===== config.mk =====
export PLATFORM = sky130hd
export DESIGN_NAME = mfp_ahb_gpio_multi
export DESIGN_NICKNAME = d
export VERILOG_FILES = /design/src/rtl/mfp_ahb_gpio_multi_pkg.sv /design/src/rtl/mfp_gpio_channel.sv /design/src/rtl/mfp_ahb_gpio_multi.sv
export SDC_FILE = /design/constraint.sdc
export NUM_CORES = 1
export LEC_CHECK = 0
export CAP_MARGIN = 40
export CELL_PAD_IN_SITES_DETAIL_PLACEMENT = 2
export CELL_PAD_IN_SITES_GLOBAL_PLACEMENT = 2
export CORE_MARGIN = 2
export CORE_UTILIZATION = 32
export CTS_CLUSTER_SIZE = 24
export DETAILED_ROUTE_END_ITERATION = 10
export PLACE_DENSITY = 0.8
export SLEW_MARGIN = 20
export SYNTH_ARGS = -nofsm -noshare
export SYNTH_HDL_FRONTEND = slang
export SYNTH_SLANG_ARGS = --single-unit

===== constraint.sdc =====
create_clock -name HCLK -period 2.4 [get_ports HCLK]
set_input_delay 0.36 -clock HCLK [delete_from_list [all_inputs] [get_ports HCLK]]
set_output_delay 0.36 -clock HCLK [all_outputs]
set_load 0.01 [all_outputs]

===== src/rtl/mfp_ahb_gpio_multi_pkg.sv =====
// Shared register map, address field positions and size limits for the multi-channel GPIO slave.
// Optional input debounce is enabled with the MFP_GPIO_DEBOUNCE_EN macro.
package mfp_ahb_gpio_multi_pkg;

    typedef enum logic [2:0] {
        MFP_GPIO_REG_IN      = 3'd0,
        MFP_GPIO_REG_OUT     = 3'd1,
        MFP_GPIO_REG_DIR     = 3'd2,
        MFP_GPIO_REG_SET     = 3'd3,
        MFP_GPIO_REG_CLR     = 3'd4,
        MFP_GPIO_REG_IRQ_EN  = 3'd5,
        MFP_GPIO_REG_IRQ_POL = 3'd6,
        MFP_GPIO_REG_STAT    = 3'd7
    } gpioReg_e;

    localparam int ADDR_REG_LSB = 2;
    localparam int ADDR_REG_MSB = 4;
    localparam int ADDR_CH_LSB  = 5;
    localparam int ADDR_CH_MSB  = 7;

    localparam int MIN_CH    = 1;
    localparam int MAX_CH    = 8;
    localparam int MIN_WIDTH = 1;
    localparam int MAX_WIDTH = 32;

    localparam logic [1:0] HTRANS_IDLE = 2'b00;

    function automatic logic isWriteOnly(gpioReg_e rg);
        return (rg == MFP_GPIO_REG_SET) || (rg == MFP_GPIO_REG_CLR);
    endfunction

endpackage


===== src/rtl/mfp_gpio_channel.sv =====
// One GPIO channel: control/status registers, input synchroniser, optional debounce filter
// (MFP_GPIO_DEBOUNCE_EN), edge detection and this channel's interrupt contribution.
module mfp_gpio_channel
    import mfp_ahb_gpio_multi_pkg::*;
#(
    parameter int WIDTH = 18
) (
    input  logic             clk,
    input  logic             rst_n,
`ifdef MFP_GPIO_DEBOUNCE_EN
    input  logic             tick_i,
`endif
    input  logic             wrEn_i,
    input  gpioReg_e         wrReg_i,
    input  logic [WIDTH-1:0] wrData_i,
    input  logic [WIDTH-1:0] pins_i,
    output logic [WIDTH-1:0] in_o,
    output logic [WIDTH-1:0] out_o,
    output logic [WIDTH-1:0] dir_o,
    output logic [WIDTH-1:0] irqEn_o,
    output logic [WIDTH-1:0] irqPol_o,
    output logic [WIDTH-1:0] stat_o,
    output logic             irq_o
);

    logic [WIDTH-1:0] out_q, out_d;
    logic [WIDTH-1:0] dir_q, dir_d;
    logic [WIDTH-1:0] irqEn_q, irqEn_d;
    logic [WIDTH-1:0] irqPol_q, irqPol_d;
    logic [WIDTH-1:0] stat_q, stat_d;
    logic [WIDTH-1:0] sync1_q, sync2_q, prev_q;
    logic [WIDTH-1:0] filt;
    logic [WIDTH-1:0] rise, fall, setBits, clrBits;

    always_ff @(posedge clk or negedge rst_n) begin
        if (!rst_n) begin
            sync1_q <= '0;
            sync2_q <= '0;
            prev_q  <= '0;
        end else begin
            sync1_q <= pins_i;
            sync2_q <= sync1_q;
            prev_q  <= filt;
        end
    end

`ifdef MFP_GPIO_DEBOUNCE_EN
    // A bit only moves once two consecutive tick samples agree on its new level.
    logic [WIDTH-1:0] sample_q, filt_q, agree;

    assign agree = ~(sync2_q ^ sample_q);

    always_ff @(posedge clk or negedge rst_n) begin
        if (!rst_n) begin
            sample_q <= '0;
            filt_q   <= '0;
        end else if (tick_i) begin
            sample_q <= sync2_q;
            filt_q   <= (sync2_q & agree) | (filt_q & ~agree);
        end
    end

    assign filt = filt_q;
`else
    assign filt = sync2_q;
`endif

    assign rise    = filt & ~prev_q;
    assign fall    = ~filt & prev_q;
    assign setBits = ((irqPol_q & rise) | (~irqPol_q & fall)) & irqEn_q;
    assign clrBits = (wrEn_i && wrReg_i == MFP_GPIO_REG_STAT) ? wrData_i : '0;

    always_comb begin
        out_d    = out_q;
        dir_d    = dir_q;
        irqEn_d  = irqEn_q;
        irqPol_d = irqPol_q;
        // A status bit being set in the same cycle it is cleared stays set.
        stat_d   = (stat_q & ~clrBits) | setBits;
        if (wrEn_i) begin
            case (wrReg_i)
                MFP_GPIO_REG_OUT:     out_d    = wrData_i;
                MFP_GPIO_REG_DIR:     dir_d    = wrData_i;
                MFP_GPIO_REG_SET:     out_d    = out_q | wrData_i;
                MFP_GPIO_REG_CLR:     out_d    = out_q & ~wrData_i;
                MFP_GPIO_REG_IRQ_EN:  irqEn_d  = wrData_i;
                MFP_GPIO_REG_IRQ_POL: irqPol_d = wrData_i;
                default: ;
            endcase
        end
    end

    always_ff @(posedge clk or negedge rst_n) begin
        if (!rst_n) begin
            out_q    <= '0;
            dir_q    <= '0;
            irqEn_q  <= '0;
            irqPol_q <= '0;
            stat_q   <= '0;
        end else begin
            out_q    <= out_d;
            dir_q    <= dir_d;
            irqEn_q  <= irqEn_d;
            irqPol_q <= irqPol_d;
            stat_q   <= stat_d;
        end
    end

    assign in_o     = filt;
    assign out_o    = out_q;
    assign dir_o    = dir_q;
    assign irqEn_o  = irqEn_q;
    assign irqPol_o = irqPol_q;
    assign stat_o   = stat_q;
    assign irq_o    = |(stat_q & irqEn_q);

endmodule


===== src/rtl/mfp_ahb_gpio_multi.sv =====
// Zero-wait-state AHB-Lite slave fronting NUM_CH GPIO channels with one combined interrupt.
// Defining MFP_GPIO_DEBOUNCE_EN adds a shared debounce prescaler and per-bit input filters.
module mfp_ahb_gpio_multi
    import mfp_ahb_gpio_multi_pkg::*;
#(
    parameter int NUM_CH          = 2,
    parameter int WIDTH           = 18,
    parameter int DEBOUNCE_CYCLES = 50000
) (
    input  logic                    HCLK,
    input  logic                    HRESETn,
    input  logic [31:0]             HADDR,
    input  logic [2:0]              HBURST,
    input  logic                    HMASTLOCK,
    input  logic [3:0]              HPROT,
    input  logic [2:0]              HSIZE,
    input  logic                    HSEL,
    input  logic [1:0]              HTRANS,
    input  logic                    HWRITE,
    input  logic [31:0]             HWDATA,
    output logic [31:0]             HRDATA,
    output logic                    HREADY,
    output logic                    HRESP,
    input  logic                    SI_Endian,
    input  logic [NUM_CH*WIDTH-1:0] GPIO_In,
    output logic [NUM_CH*WIDTH-1:0] GPIO_Out,
    output logic [NUM_CH*WIDTH-1:0] GPIO_Oe,
    output logic                    GPIO_Irq
);

    logic       valid_q, write_q;
    logic [2:0] addrCh_q;
    gpioReg_e   addrReg_q;
    logic       irq_q;

    logic [WIDTH-1:0] chIn     [NUM_CH];
    logic [WIDTH-1:0] chOut    [NUM_CH];
    logic [WIDTH-1:0] chDir    [NUM_CH];
    logic [WIDTH-1:0] chIrqEn  [NUM_CH];
    logic [WIDTH-1:0] chIrqPol [NUM_CH];
    logic [WIDTH-1:0] chStat   [NUM_CH];
    logic [NUM_CH-1:0] chIrq;
    logic [31:0]       rdata;
    logic              unusedInputs;

    assign unusedInputs = ^{HADDR[31:ADDR_CH_MSB+1], HADDR[ADDR_REG_LSB-1:0], HBURST,
                            HMASTLOCK, HPROT, HSIZE, SI_Endian, HWDATA};

    // HREADY is tied high, so every cycle closes an address phase.
    always_ff @(posedge HCLK or negedge HRESETn) begin
        if (!HRESETn) begin
            valid_q   <= 1'b0;
            write_q   <= 1'b0;
            addrCh_q  <= '0;
            addrReg_q <= MFP_GPIO_REG_IN;
        end else begin
            valid_q   <= HSEL && (HTRANS != HTRANS_IDLE);
            write_q   <= HWRITE;
            addrCh_q  <= HADDR[ADDR_CH_MSB:ADDR_CH_LSB];
            addrReg_q <= gpioReg_e'(HADDR[ADDR_REG_MSB:ADDR_REG_LSB]);
        end
    end

`ifdef MFP_GPIO_DEBOUNCE_EN
    localparam int CNT_W = (DEBOUNCE_CYCLES > 1) ? $clog2(DEBOUNCE_CYCLES) : 1;
    logic [CNT_W-1:0] preCnt_q;
    logic             tick;

    assign tick = (preCnt_q == CNT_W'(DEBOUNCE_CYCLES - 1));

    always_ff @(posedge HCLK or negedge HRESETn) begin
        if (!HRESETn) begin
            preCnt_q <= '0;
        end else if (tick) begin
            preCnt_q <= '0;
        end else begin
            preCnt_q <= preCnt_q + 1'b1;
        end
    end
`else
    localparam int unusedDebounce = DEBOUNCE_CYCLES;
`endif

    for (genvar c = 0; c < NUM_CH; c++) begin : gChan
        logic wrEn;

        assign wrEn = valid_q && write_q && (addrCh_q == 3'(c));

        mfp_gpio_channel #(
            .WIDTH(WIDTH)
        ) uChan (
            .clk      (HCLK),
            .rst_n    (HRESETn),
`ifdef MFP_GPIO_DEBOUNCE_EN
            .tick_i   (tick),
`endif
            .wrEn_i   (wrEn),
            .wrReg_i  (addrReg_q),
            .wrData_i (HWDATA[WIDTH-1:0]),
            .pins_i   (GPIO_In[c*WIDTH +: WIDTH]),
            .in_o     (chIn[c]),
            .out_o    (chOut[c]),
            .dir_o    (chDir[c]),
            .irqEn_o  (chIrqEn[c]),
            .irqPol_o (chIrqPol[c]),
            .stat_o   (chStat[c]),
            .irq_o    (chIrq[c])
        );

        assign GPIO_Out[c*WIDTH +: WIDTH] = chOut[c];
        assign GPIO_Oe[c*WIDTH +: WIDTH]  = chDir[c];
    end

    // Channels beyond NUM_CH match no loop iteration and read back zero.
    always_comb begin
        rdata = '0;
        for (int c = 0; c < NUM_CH; c++) begin
            if (addrCh_q == 3'(c) && !isWriteOnly(addrReg_q)) begin
                case (addrReg_q)
                    MFP_GPIO_REG_IN:      rdata = 32'(chIn[c]);
                    MFP_GPIO_REG_OUT:     rdata = 32'(chOut[c]);
                    MFP_GPIO_REG_DIR:     rdata = 32'(chDir[c]);
                    MFP_GPIO_REG_IRQ_EN:  rdata = 32'(chIrqEn[c]);
                    MFP_GPIO_REG_IRQ_POL: rdata = 32'(chIrqPol[c]);
                    MFP_GPIO_REG_STAT:    rdata = 32'(chStat[c]);
                    default:              rdata = '0;
                endcase
            end
        end
    end

    always_ff @(posedge HCLK or negedge HRESETn) begin
        if (!HRESETn) begin
            irq_q <= 1'b0;
        end else begin
            irq_q <= |chIrq;
        end
    end

    assign HRDATA   = rdata;
    assign HREADY   = 1'b1;
    assign HRESP    = 1'b0;
    assign GPIO_Irq = irq_q;

endmodule


# Yosys cells after proc, flatten, opt, wreduce, memory -nomap -nowiden
# Index checks and enable logic that the tools add are counted.
# W data, S select, Z words.
[totals]
regBits = 297
in_bits = 118
out_inout_bits = 107
wordCells = 91
[op_classes]
n_eq_ne = 8
muxes = 8
bitwise_logic = 31
reduce_logical = 23
[ops]
columns = ["op", "count"]
rows = [
  ["$and A18 B18 Y18", 16],
  ["$pmux W18 S6", 2],
  ["$not A18 Y18", 9],
  ["$or A18 B18 Y18", 6],
  ["$pmux W18 S3", 2],
  ["$mux W32", 2],
  ["$mux W18", 2],
  ["$reduce_or A36 Y1", 1],
  ["$reduce_and A2 Y1", 8],
  ["$eq A3 B3 Y1 const B", 4],
  ["$logic_and A1 B1 Y1", 8],
  ["$eq A3 B1 Y1 const B", 2],
  ["$eq A3 B2 Y1 const B", 2],
  ["$logic_not A3 Y1", 2],
  ["$reduce_bool A3 Y1", 1],
  ["$reduce_bool A2 Y1", 1],
  ["$logic_not A1 Y1", 1],
  ["$logic_or A1 B1 Y1", 1],
]

# Depth between registers and ports, before layout
[logic_depth]
depth_word = 7
ltp_mapped = 8
mapped_depth_nobuf = 4

# Cells and area by module
# From an unflattened synthesis, not the netlist that was laid out.
[unflattened]
hier_cells = 1160
hier_area_um2 = 13233.9
[modules_own_cells]
columns = ["module", "instances", "cells_each", "area_per_inst_um2", "seq_area_each_um2"]
rows = [
  ["mfp_gpio_channel", 2, 449, 5307.6, 3603.5],
  ["mfp_ahb_gpio_multi", 1, 262, 2618.8, 225.2],
]

# Least setup slack after synthesis
# No wires, ideal clock.
[synth_path]
kind = "flip-flop to output port"
from = "register addrReg_q[1]"
to = "output port HRDATA[11]"
arrival_ns = 1.934
required_time_ns = 2.040
setup_slack_ns = 0.106
stages_incl_launch_ff = 7
path_buffers = 4
cell_sequence = "dfrtp_1 -> clkbuf_1 -> buf_2 -> buf_1 -> clkbuf_1 -> a21oi_1 -> o32ai_1"
[synth_between]
elab_chain_cells = 6
word_cells_on_any_way = 16
classes_between = "eq/ne (7); mux (4); reduce/logical (5)"
[synth_lines]
columns = ["item", "line", "rtl"]
rows = [
  ["start, declared", "mfp_ahb_gpio_multi.sv:33", "gpioReg_e addrReg_q;"],
  ["start signal, assigned", "mfp_ahb_gpio_multi.sv:60", "addrReg_q <= gpioReg_e'(HADDR[ADDR_REG_MSB:ADDR_REG_LSB]);"],
  ["branches (longest 5 deep; another with $mux W32)", "n/a", ""],
  ["$mux W32 *", "mfp_ahb_gpio_multi.sv:118", "if (addrCh_q == 3'(c) && !isWriteOnly(addrReg_q)) begin"],
  ["end, declared", "mfp_ahb_gpio_multi.sv:21", "output logic [31:0] HRDATA,"],
]
# Every way passes the cells marked *.

# Final worst setup path
[layout_path]
from = "register addrReg_q[0]"
to = "output port HRDATA[6]"
# The elaborated chain is that of the path after synthesis.

==> metrics.cfg <==
[clock_tree]
clkTransAtPathRegs_ns = 0.07
htree_levels = 2
clockBufferDepth = 3
clock_latency_ns = 0.58
cts_buffers = 36
cts_tree = built
clock_sinks = 297
cts-root-buf = clkbuf_16

[synthesis]
ys_warn_count = 0
synth_common_cells = dfrtp_1, mux2_2, nand2_1, a22o_1, o21ai_0
synth.most_common_cell = dfrtp_1
seq_area_frac_synth = 0.571
avgSynthCellArea_sq_um = 11.9
synth_top_area_cell = dfrtp_1
synth_top_area_frac = 0.571
synth_seq_cells = 297
synth_ff_type = dfrtp_1
ys_types = 49
netlist_top_cells_area = dfrtp_1, mux2_2, a22o_1
synth_enable_flop_cells = 0
synthCells = 1090
synthArstFlopShare = 1.00
syn-cell-area_sq_mm = 0.0130

[layout]
num_antenna_cells = 0
drive_above_1_share = 0.349
fin_area_sq_mm = 0.0185
areaGrowthSynthToFinish_pct = 42.3
fin_nets = 1496
fill_cells = 3844

[die]
die_area_sq_mm = 0.0423
die_h_um = 206
start_util = 0.326
die_w_um = 206
coreArea_sq_mm = 0.0399
std_cell_rows = 73
io_pins = 225

[power]
p_sw_frac = 0.308
p_sw_w = 0.00444
intPower_w = 0.00997
vdd_drop_max_mv = 0.386
powerDensity_mw_per_mm2 = 778
combinationalPowerShare = 0.172
p_leak_nw = 7.99
power.share.sequential = 0.434
clkPwrFrac = 0.394

[place]
dp_slack_ns = -0.329
dpl.hpwl_um = 34200
dpl_cell_area_sq_mm = 0.0158
gp_congestion = 0.811
place.port_buffers = 156

[global_route]
antenna_found_initial = 0
overflow = 0
grt_max_degree = 66
grt_pass1_vias = 12600
grt.total_usage = 0.287
grt_pass1_wl_um = 88000

[critical_path]
crit_type = reg -> out
r2r_setup_slack_ns = -0.05
worstSetupStartpointType = register
r2r_cells = 7
r2r-end = gChan[1].uChan.out_o[11]
end_kind = primary output
path_max_fanout = 4
cp.arrival_ns = 2.57
r2r_start = addrReg_q[2]
worstPathRequired_ns = 2.04

[hold_path]
hp-start = GPIO_In[6]
hold_depth = 1
hp-class = in -> reg
min_delay_worst_endpoint = gChan[0].uChan.sync1_q[6]

[timing]
worstMarginPinSlew_ns = 0.689
min_period_over_period = 1.22
grt_setup_unrepaired = yes
max_freq_mhz = 341
final.min_clock_period_ns = 2.93
setup_viol = 49
hold_slack_ns = 0.220
slew_violations = 0
slew_headroom = 0.539
fin_worst_skew_ns = 0.0344
hold_viol_final = 0
worst_slack_ns = -0.532

[routing]
first_pass_iters = 5
num_vias = 11700
antenna_left = 0
drc = 0
routed_wl_um = 67200
vias_per_cell = 6.06
wl_per_cell_um = 34.9
drt_iter0_drc = 902

[run_status]
violations = negative setup slack
run_status = finished, violations left

[flow_run]
max_cap_violations = 0

## what timing repair did
item,in CTS,in global routing
endpoints found under the setup margin,28,101
cloned,4,3
hold buffers,1,0
endpoints found under the hold margin,59,0
pin swaps,34,38
gates resized for setup,194,86
buffers inserted,51,25
## layout by cell type, fill, tap and decap left out, types with 6 or more instances in the layout
master / instances
clkbuf_1: 9
o21ai_0: 53
a22o_1: 87
buf_8: 6
o211ai_1: 41
buf_12: 31
nand3b_1: 9
conb_1: 16
a21oi_2: 17
buf_2: 14
buf_4: 103
a22oi_2: 7
clkdlybuf4s50_1: 137
a22oi_1: 16
nor2_1: 37
buf_6: 36
mux2i_1: 27
o21ai_1: 6
dfrtp_1: 294
a21oi_1: 11
nand2_1: 124
mux2_4: 18
clkbuf_16: 39
a31oi_1: 13
mux2_2: 126
## per-stage QoR
stage	cells	utilization	power (W)	setup TNS [ns]
after CTS	1901	0.450	0.0138	-6.15
final	1926	0.464	0.0144	-8.29
after global placement	1787	0.396	0.00796	-2.88
after detailed placement	1787	0.396	0.00810	-4.43
after global routing	1926	0.464	0.0147	-9.49
after floorplan	1104	-	0.00692	0
## cell families after synthesis
| kind of cell | after synthesis | share of synthesized area |
|---|---|---|
| compound gates | 300 | 0.166 |
| flops | 297 | 0.571 |
| simple gates | 218 | 0.0750 |
| mux | 174 | 0.151 |
| buf+inv | 99 | 0.0368 |
| other cells | 2 | 0.000577 |
## sequential cells by signal, indices dropped and copies added (netlist names), 3 cells and up
signal	flops
gChan.uChan.stat_o	36
gChan.uChan.in_o	36
gChan.uChan.dir_o	36
gChan.uChan.irqEn_o	36
addrReg_q	3
gChan.uChan.irqPol_o	36
gChan.uChan.out_o	36
addrCh_q	3
gChan.uChan.sync1_q	36
gChan.uChan.prev_q	36
## how the worst max path moves through the flow
stage / cells past startpoint / startpoint / slack [ns] / endpoint
final: 9 / addrReg_q[0] / -0.53 / HRDATA[6]
after global routing: 9 / addrReg_q[0] / -0.58 / HRDATA[6]
after CTS: 8 / addrReg_q[1] / -0.41 / HRDATA[2]
after detailed placement: 4 / addrCh_q[1] / -0.33 / HRDATA[6]
after global placement: 4 / addrCh_q[1] / -0.26 / HRDATA[6]
after floorplan: 6 / addrReg_q[1] / 0.11 / HRDATA[11]
## worst max-delay path, cell delays in order, from the launching register on
cell and delay (ns):
dfrtp_2 0.46, buf_6 0.15, nor2b_4 0.13, buf_6 0.14
buf_6 0.13, buf_4 0.16, a21oi_1 0.23, o21ai_1 0.15
a32o_2 0.30, buf_6 0.12
## layer usage
layer | wire length, um | vias to the layer above | track usage
met2 | 31900 | 690 | 0.479
met4 | 5310 | 0 | 0.171
met1 | 25500 | 6137 | 0.346
met5 | 0 | - | 0
li1 | - | 4541 | -
met3 | 4510 | 302 | 0.0527
## power by group through the flow
stage               sequential (W)  combinational, W  clock, W
floorplan                  0.00599          0.000928         0
global placement           0.00613           0.00183         0
detailed placement         0.00617           0.00192         0
CTS                        0.00612           0.00219   0.00553
global route               0.00628           0.00257   0.00589
finish                     0.00626           0.00247   0.00567
## area by class of cell
type	instances	area, sq um	share of cell area
timing repair buffer	333	3480	0.188
clock inverter	10	109	0.00588
clock buffer	51	1030	0.0555
sequential	297	7440	0.402
multi-input combinational	708	5790	0.313
inverter	2	11.3	0.000608
tap	525	657	0.0355
Power figures use the tool's default switching activity.
